--- src/rtl/babbage_stream_if.sv ---
// Request/response bundle for babbage_stream.
// Request side: in_val/in_rdy handshake carrying start point x, point count n
// and packed coefficients coef (a_k at coef[k*CW +: CW]).
// Response side: out_val/out_rdy handshake carrying y and the out_last marker.
// slave: the evaluator; master: the source/consumer side.
interface babbage_stream_if #(
  parameter int unsigned DEG = 3,
  parameter int unsigned CW  = 8,
  parameter int unsigned XW  = 8,
  parameter int unsigned NW  = 16,
  parameter int unsigned YW  = 48
);
  logic                  in_val;
  logic                  in_rdy;
  logic [XW-1:0]         x;
  logic [NW-1:0]         n;
  logic [(DEG+1)*CW-1:0] coef;
  logic                  out_val;
  logic                  out_rdy;
  logic [YW-1:0]         y;
  logic                  out_last;

  modport slave (
    input  in_val, x, n, coef, out_rdy,
    output in_rdy, out_val, y, out_last
  );

  modport master (
    output in_val, x, n, coef, out_rdy,
    input  in_rdy, out_val, y, out_last
  );
endinterface

--- src/rtl/babbage_stream.sv ---
// Streams p(x), p(x+1), ..., p(x+n-1) for a degree-DEG polynomial.
// The forward-difference table is seeded by Horner evaluation of p(x+j),
// j=0..DEG (one multiply-accumulate per cycle), converted to differences in
// DEG passes, then each output costs one cycle of additions.
// Ports: clk, rst (async active-low), bus (babbage_stream_if.slave).
// All arithmetic wraps modulo 2^YW.
module babbage_stream #(
  parameter int unsigned DEG = 3,
  parameter int unsigned CW  = 8,
  parameter int unsigned XW  = 8,
  parameter int unsigned NW  = 16,
  parameter int unsigned YW  = 48
) (
  input  logic               clk,
  input  logic               rst,
  babbage_stream_if.slave    bus
);
  localparam int unsigned CTW = $clog2(DEG + 2);

  typedef enum logic [1:0] {IDLE, SEED, DIFF, RUN} state_t;

  state_t          state_q, state_d;
  logic [YW-1:0]   t_q [DEG+1];
  logic [YW-1:0]   t_d [DEG+1];
  logic [CW-1:0]   a_q [DEG+1];
  logic [CW-1:0]   a_d [DEG+1];
  logic [XW-1:0]   x_q, x_d;
  logic [NW-1:0]   cnt_q, cnt_d;
  logic [CTW-1:0]  step_q, step_d;
  logic [CTW-1:0]  pt_q, pt_d;
  logic [YW-1:0]   acc_q, acc_d;
  logic            in_rdy_q, in_rdy_d;
  logic            out_val_q, out_val_d;
  logic            out_last_q, out_last_d;
  logic [YW-1:0]   y_q, y_d;

  logic [YW-1:0]   xj;
  logic [YW-1:0]   src;
  logic [CW-1:0]   a_sel;
  logic [YW-1:0]   mac;

  assign bus.in_rdy   = in_rdy_q;
  assign bus.out_val  = out_val_q;
  assign bus.out_last = out_last_q;
  assign bus.y        = y_q;

  // Horner step for point x+pt: step 0 starts from a_DEG, later steps from acc.
  always_comb begin
    xj    = YW'(x_q) + YW'(pt_q);
    src   = (step_q == '0) ? YW'(a_q[DEG]) : acc_q;
    a_sel = '0;
    for (int k = 0; k < int'(DEG); k++) begin
      if (k + int'(step_q) == int'(DEG) - 1) a_sel = a_q[k];
    end
    mac = src * xj + YW'(a_sel);
  end

  // Next-state and datapath update.
  always_comb begin
    state_d = state_q;
    t_d     = t_q;
    a_d     = a_q;
    x_d     = x_q;
    cnt_d   = cnt_q;
    step_d  = step_q;
    pt_d    = pt_q;
    acc_d   = acc_q;

    case (state_q)
      IDLE: begin
        if (bus.in_val && in_rdy_q) begin
          x_d    = bus.x;
          cnt_d  = (bus.n == '0) ? NW'(1) : bus.n;
          for (int k = 0; k <= int'(DEG); k++) a_d[k] = bus.coef[k*CW +: CW];
          step_d = '0;
          pt_d   = '0;
          state_d = SEED;
        end
      end
      SEED: begin
        acc_d = mac;
        if (step_q == CTW'(DEG - 1)) begin
          for (int j = 0; j <= int'(DEG); j++) begin
            if (j == int'(pt_q)) t_d[j] = mac;
          end
          step_d = '0;
          if (pt_q == CTW'(DEG)) begin
            pt_d    = '0;
            state_d = DIFF;
          end else begin
            pt_d = pt_q + CTW'(1);
          end
        end else begin
          step_d = step_q + CTW'(1);
        end
      end
      DIFF: begin
        // Pass step_q+1 differences every entry above it, all from pre-edge values.
        for (int j = 1; j <= int'(DEG); j++) begin
          if (j > int'(step_q)) t_d[j] = t_q[j] - t_q[j-1];
        end
        if (step_q == CTW'(DEG - 1)) begin
          step_d  = '0;
          state_d = RUN;
        end else begin
          step_d = step_q + CTW'(1);
        end
      end
      RUN: begin
        if (bus.out_rdy) begin
          for (int j = 0; j < int'(DEG); j++) t_d[j] = t_q[j] + t_q[j+1];
          cnt_d = cnt_q - NW'(1);
          if (cnt_q == NW'(1)) state_d = IDLE;
        end
      end
      default: state_d = IDLE;
    endcase

    in_rdy_d   = (state_d == IDLE);
    out_val_d  = (state_d == RUN);
    out_last_d = (state_d == RUN) && (cnt_d == NW'(1));
    y_d        = (state_d == RUN) ? t_d[0] : y_q;
  end

  // State and datapath registers.
  always_ff @(posedge clk or negedge rst) begin
    if (!rst) begin
      state_q    <= IDLE;
      for (int j = 0; j <= int'(DEG); j++) begin
        t_q[j] <= '0;
        a_q[j] <= '0;
      end
      x_q        <= '0;
      cnt_q      <= '0;
      step_q     <= '0;
      pt_q       <= '0;
      acc_q      <= '0;
      in_rdy_q   <= 1'b1;
      out_val_q  <= 1'b0;
      out_last_q <= 1'b0;
      y_q        <= '0;
    end else begin
      state_q    <= state_d;
      t_q        <= t_d;
      a_q        <= a_d;
      x_q        <= x_d;
      cnt_q      <= cnt_d;
      step_q     <= step_d;
      pt_q       <= pt_d;
      acc_q      <= acc_d;
      in_rdy_q   <= in_rdy_d;
      out_val_q  <= out_val_d;
      out_last_q <= out_last_d;
      y_q        <= y_d;
    end
  end
endmodule

--- src/flat_wrapper.sv ---
// flat-port wrapper written by rule: the top's interface ports become plain ports
module babbage_stream_flat 
#(
  parameter int unsigned DEG = 3,
  parameter int unsigned CW  = 8,
  parameter int unsigned XW  = 8,
  parameter int unsigned NW  = 16,
  parameter int unsigned YW  = 48
)
  (clk, rst, bus_in_val, bus_x, bus_n, bus_coef, bus_out_rdy, bus_in_rdy, bus_out_val, bus_y, bus_out_last);
  babbage_stream_if #(.DEG(DEG), .CW(CW), .XW(XW), .NW(NW), .YW(YW)) bus_i ();
  input  logic clk;
  input  logic rst;
  input wire logic [$bits(bus_i.in_val)-1:0] bus_in_val;
  input wire logic [$bits(bus_i.x)-1:0] bus_x;
  input wire logic [$bits(bus_i.n)-1:0] bus_n;
  input wire logic [$bits(bus_i.coef)-1:0] bus_coef;
  input wire logic [$bits(bus_i.out_rdy)-1:0] bus_out_rdy;
  output wire logic [$bits(bus_i.in_rdy)-1:0] bus_in_rdy;
  output wire logic [$bits(bus_i.out_val)-1:0] bus_out_val;
  output wire logic [$bits(bus_i.y)-1:0] bus_y;
  output wire logic [$bits(bus_i.out_last)-1:0] bus_out_last;
  assign bus_i.in_val = bus_in_val;
  assign bus_i.x = bus_x;
  assign bus_i.n = bus_n;
  assign bus_i.coef = bus_coef;
  assign bus_i.out_rdy = bus_out_rdy;
  assign bus_in_rdy = bus_i.in_rdy;
  assign bus_out_val = bus_i.out_val;
  assign bus_y = bus_i.y;
  assign bus_out_last = bus_i.out_last;
  babbage_stream #(.DEG(DEG), .CW(CW), .XW(XW), .NW(NW), .YW(YW)) u_core (.clk(clk), .rst(rst), .bus(bus_i));
endmodule
--- config.mk ---
export PLATFORM = sky130hd
export DESIGN_NAME = babbage_stream_flat
export DESIGN_NICKNAME = d
export VERILOG_FILES = /design/src/rtl/babbage_stream_if.sv /design/src/rtl/babbage_stream.sv /design/src/flat_wrapper.sv
export SDC_FILE = /design/constraint.sdc
export NUM_CORES = 2
export LEC_CHECK = 0
export ABC_CLOCK_PERIOD_IN_PS = 12750
export CAP_MARGIN = 10
export CORE_UTILIZATION = 49
export DETAILED_ROUTE_END_ITERATION = 7
export PLACE_DENSITY = 0.66
export SLEW_MARGIN = 20
export SYNTH_ARGS = -nofsm -noshare
export SYNTH_HDL_FRONTEND = slang
export SYNTH_SLANG_ARGS = --single-unit
--- constraint.sdc ---
create_clock -name clk -period 12.75 [get_ports clk]
set_input_delay 3.825 -clock clk [delete_from_list [all_inputs] [get_ports clk]]
set_output_delay 3.825 -clock clk [all_outputs]
set_load 0.01 [all_outputs]
# ---- After elaboration in Yosys (flattened, before gate mapping)
# Cells that the tools add are included.
dict set report totals {
  output_inout_bits 51
  word_cells 109
  in_bits 60
  register_bits 355
}
dict set report op_classes {
  n_addsub 13
  magnitude_cmp 3
  eq_ne 23
  multipliers 1
  muxes 33
  n_reduce_logical 18
}
# operator count
set op_table {}
lappend op_table {{48-bit two-way mux} 8}
lappend op_table {{96-bit one-hot mux with 3 select lines} 1}
lappend op_table {{192-bit two-way mux} 1}
lappend op_table {{48-bit one-hot mux with 2 select lines} 2}
lappend op_table {{48-bit adder} 3}
lappend op_table {{144-bit two-way mux} 1}
lappend op_table {{48-bit subtractor} 3}
lappend op_table {{32-bit by 3-bit equality test with 1-bit output (second input constant)} 2}
lappend op_table {{48-bit by 8-bit adder with 48-bit output} 1}
lappend op_table {{48-bit by 48-bit multiplier with 48-bit output} 1}
lappend op_table {{16-bit two-way mux} 3}
lappend op_table {{16-bit by 1-bit equality test with 1-bit output (second input constant)} 2}
lappend op_table {{16-bit one-hot mux with 2 select lines} 1}
lappend op_table {{8-bit two-way mux} 3}
lappend op_table {{16-bit zero test} 1}
lappend op_table {{2-bit by 1-bit != test with 1-bit output (second input constant)} 8}
lappend op_table {{16-bit by 1-bit subtractor with 16-bit output (second input constant)} 1}
lappend op_table {{2-bit two-way mux} 6}
lappend op_table {{3-bit two-way mux} 4}
lappend op_table {{3-bit one-hot mux with 2 select lines} 2}
lappend op_table {{5-bit AND reduction} 2}
lappend op_table {{8-bit by 3-bit adder with 9-bit output} 1}
lappend op_table {{2-bit one-hot mux with 4 select lines} 1}
lappend op_table {{3-bit by 1-bit adder with 3-bit output (second input constant)} 2}
lappend op_table {{20 further kinds} 31}

# ---- Logic depth before layout (Yosys ltp)
dict set report depth {
  word_depth 8
  ltp_mapped 30
  depth_no_buf 29
}

# ---- Worst setup path before layout
# OpenSTA, ideal clock, no wires.
dict set report synth_timing {
  kind {reg2reg}
  startpoint {register u_core.step_q[2]}
  endpoint {register u_core.y_q[46] (netlist: u_core.bus.y[46])}
  synth_period_minus_slack_ps 7213
  setup_ps 125
  path_slack_ps 5537
  t_arrival_ps 7088
  path_buffers 4
  stages_incl_launch_ff 29
  t_required_ps 12625
  path_cell_list {dfrtp_1 clkbuf_1 or3_1 clkbuf_1 clkbuf_1 clkbuf_1 mux2i_1 nor2_1 fa_1 fa_1 inv_1 fa_1 inv_1 fa_1 inv_1 fa_1 inv_1 ha_1 or3_1 o22a_1 o21a_1 a31o_2 o2bb2ai_2 o211ai_1 o21ai_1 mux2i_1 a21oi_1 o221ai_1 mux2_2}
}
# item line
set synth_rtl {}
lappend synth_rtl {{from (decl)} babbage_stream.sv:29} ;# logic [CTW-1:0] step_q, step_d;
lappend synth_rtl {{from (signal assigned)} babbage_stream.sv:148} ;# step_q <= step_d;
lappend synth_rtl {{to (signal assigned)} babbage_stream.sv:154} ;# y_q <= y_d;
lappend synth_rtl {{to (decl)} babbage_stream.sv:35} ;# logic [YW-1:0] y_q, y_d;

# ---- Worst setup path after layout
dict set report layout_timing {
  startpoint {register u_core.step_q[0]}
  endpoint {register u_core.y_q[40] (netlist: u_core.bus.y[40])}
}
dict set report layout_via {
  elab_chain_len 8
  elab_cells_between_ends 20
  classes_between {3 x add/sub; 1 x mul; 5 x eq/ne; 10 x mux; 1 x reduce/logical}
}
# item
set layout_lines {}
lappend layout_lines {{parallel branches: the longest is 8 deep, another holds 48-bit by 48-bit multiplier with 48-bit output}}
# Parallel ways; which one is timed is not known. The select of a mux whose other input is x is not followed.
# A chain may end at the register's enable or synchronous reset.

==> results.cfg <==
[layout]
layout_common_cells = 624 x nor2_1, 466 x inv_1, 437 x a21oi_1, 395 x ha_1, 366 x nand2_1
syn_to_final_growth_pct = 8.17
fin_nets = 6040
fillCellCount = 8388
layout_commonest_cell = nor2_1
layout-drive-gt1-share_pct = 7.23
final_core_util_pct = 53.9

[timing]
tns_ps = 0
fin_crit_ps = 8480
slew_violations = 0
maxSlewHeadroom_pct = 20.8
fin_skew_ps = 32.9
period_share_pct = 66.5
worst_slew_pin_slew_ps = 1180
grt_setup_unrepaired = false
fmax_mhz = 118
hold_viol = 0
setup_viol = 0

[synthesis]
netlist_area_sq_um = 44400
synth_fa_ha_area_share_pct = 24.8
synth_largest_area_cell = dfrtp_1
synth-seq-area-share_pct = 20.0
synth_top_family_by_area = adder cells
avgSynthCellArea_sq_um = 8.29
synth-compound-area-share_pct = 22.1
synthMuxAreaShare_pct = 3.85
synth-simple-area-share_pct = 16.3
synthCells = 5353
syn-num-nets = 6112
synth_top_cell_area_share_pct = 20.0
synth_flop_cell = dfrtp_1
synth_edf_count = 0
synth-xor-area-share_pct = 6.26
synth_seq_cells = 355
synth_cell_types = 100
yosys-top-cells-area = dfrtp_1 20%, fa_1 14%, ha_1 11%
async_flop_share_pct = 100
ys_warn_count = 0

[critical_path]
crit_required_ps = 13270
startpoint_type = flop
path_cells = or3_4 > buf_4 > nand2_1 > or2_2 > fa_1 > inv_1 > fa_1 > fa_1 > fa_1 > ha_1 > ha_1 > a21oi_1 > o21ai_0 > nor3_1 > a21oi_1 > a211oi_1 > o31ai_1 > a41oi_1 > xnor2_1 > nand2_1 > a41oi_1
crit_fanout = 61
critical_path_class = flop to flop
crit_path_max_incr_delay_ps = 720
cp-end-kind = flop
worst_ep_arrival_time_ps = 9000
cp_slowest_cell = xnor2_1
crit_top_cell = fa_1
rrSetupSlack_ps = 4270
ff2ff_path_depth = 21

[detailed_routing]
drt-pass1-iter-count = 6
drt_iter0_markers = 3937
postRouteAntennaNets = 0
drcViolationCount = 0
avgViaCountPerCell = 6.26
finalWirelength_mm = 152
wl_per_cell_um = 23.4
vias = 40500

[global_routing]
grt_pass1_vias = 38600
grt_antenna_before_repair = 1
grt-ovfl-total = 0
grt_pass1_wl_mm = 234
track_usage_pct = 33.1
grt_max_degree = 76

[clock_network]
cts_tree = done
cts_buffers = 43
ctsResizeCount = 0
path_clk_slew_ps = 60
post-cts-setup-buffers = 0
ctsLongestPathBuffers = 3
cts_hold_buf = 0
clk_latency_ps = 620
clock-sinks = 355
clockRootBuffer = clkbuf_16
h-tree-depth = 2

[floorplan]
start_util_pct = 49.8
dieArea_sq_um = 91700
core_sq_um = 89100
num_io_pins = 111
rows = 109
fp.dieW_um = 303
die_y_um = 303

[placed_design]
finalWeightedCongestion = 0.993
numPortBuffers = 110
detailed_place_hpwl_mm = 119

[outcome]
status = finished clean

[min_path]
holdCritPathClass = flop to flop
whs_path_depth = 2

[run]
cap_viol_max_count = 0
[path summary, 6_finish.rpt]
kind	end	start
max reg2reg	u_core.bus.y[40]$_DFFE_PN0P_	u_core.step_q[0]$_DFFE_PN0P_
min in group asynchronous	u_core.bus.y[0]$_DFFE_PN0P_	rst
max in group asynchronous	u_core.acc_q[35]$_DFFE_PN0P_	rst
min	u_core.bus.y[13]$_DFFE_PN0P_	u_core.bus.y[13]$_DFFE_PN0P_
max	u_core.bus.y[40]$_DFFE_PN0P_	u_core.step_q[0]$_DFFE_PN0P_
min reg2reg	u_core.bus.y[13]$_DFFE_PN0P_	u_core.bus.y[13]$_DFFE_PN0P_
[area by class of cell]
cell class / instances / area, sq um / area share (%)
Multi-Input combinational cell: 4228 / 32700 / 68.2
Sequential cell: 355 / 8880 / 18.5
Inverter: 473 / 1780 / 3.70
Timing Repair Buffer: 180 / 1630 / 3.40
Tap cell: 1165 / 1460 / 3.04
Clock buffer: 55 / 1220 / 2.55
Clock inverter: 21 / 285 / 0.595
Antenna cell: 1 / 2.50 / 0.00522
[metrics by stage]
step                instances  setup slack [ps]  hold WS [ps]  instance area [sq um]
detailed placement       6401              4410           471                  46500
global route             6477              3740           520                  48000
floorplan                5353              5540           464                  44400
global placement         6401              4500           465                  46500
finish                   6478              4270           489                  48000
CTS                      6477              4360           485                  48000
[kinds of logic after synthesis]
family / after synthesis
AND/OR/NAND/NOR: 1574
buffers and inverters: 770
XOR/XNOR: 313
AO/OA/AOI/OAI: 1487
adder cells (fa/ha/maj): 699
flip-flops: 355
multiplexers: 155
[critical path, delay by kind of cell (launching register included)]
kind | cells | cell delay [ps]
compound gates | 7 | 2050
xor+xnor | 1 | 720
fa+ha+maj | 6 | 2650
buf+inv | 2 | 650
flops | 1 | 700
simple gates | 5 | 1540
[routing by layer]
| layer | vias up | routed length [um] | global-route usage (%) |
|---|---|---|---|
| li1 | 18600 | - | - |
| met1 | 19800 | 68100 | 49.4 |
| met2 | 1892 | 62300 | 47.2 |
| met3 | 239 | 15300 | 6.13 |
| met4 | 0 | 6100 | 11.9 |
| met5 | - | 0 | 0 |
[sequential cells by signal (all words and copies together), names as in the netlist]
signal               count
u_core.bus.in_rdy        1
u_core.bus.out_last      1
u_core.x_q               8
u_core.a_q              32
u_core.bus.out_val       1
u_core.t_q             192
u_core.bus.y            48
u_core.acc_q            48
u_core.step_q            3
u_core.pt_q              3
u_core.state_q           2
u_core.cnt_q            16
[Yosys cell counts (85+ instances only)]
library cell  count
o21bai_1         94
dfrtp_1         354
ha_1            397
nand2_1         367
inv_1           466
o21ai_0         293
nor2_1          626
a21oi_1         437
nand3_1         112
fa_1            302
clkbuf_1        240
a21o_1           85
xnor2_1         252
mux2_2          124
Power is left out: the tool's default activity adds up to more than one toggle a clock period on the data nets, which glitch-free logic cannot reach.
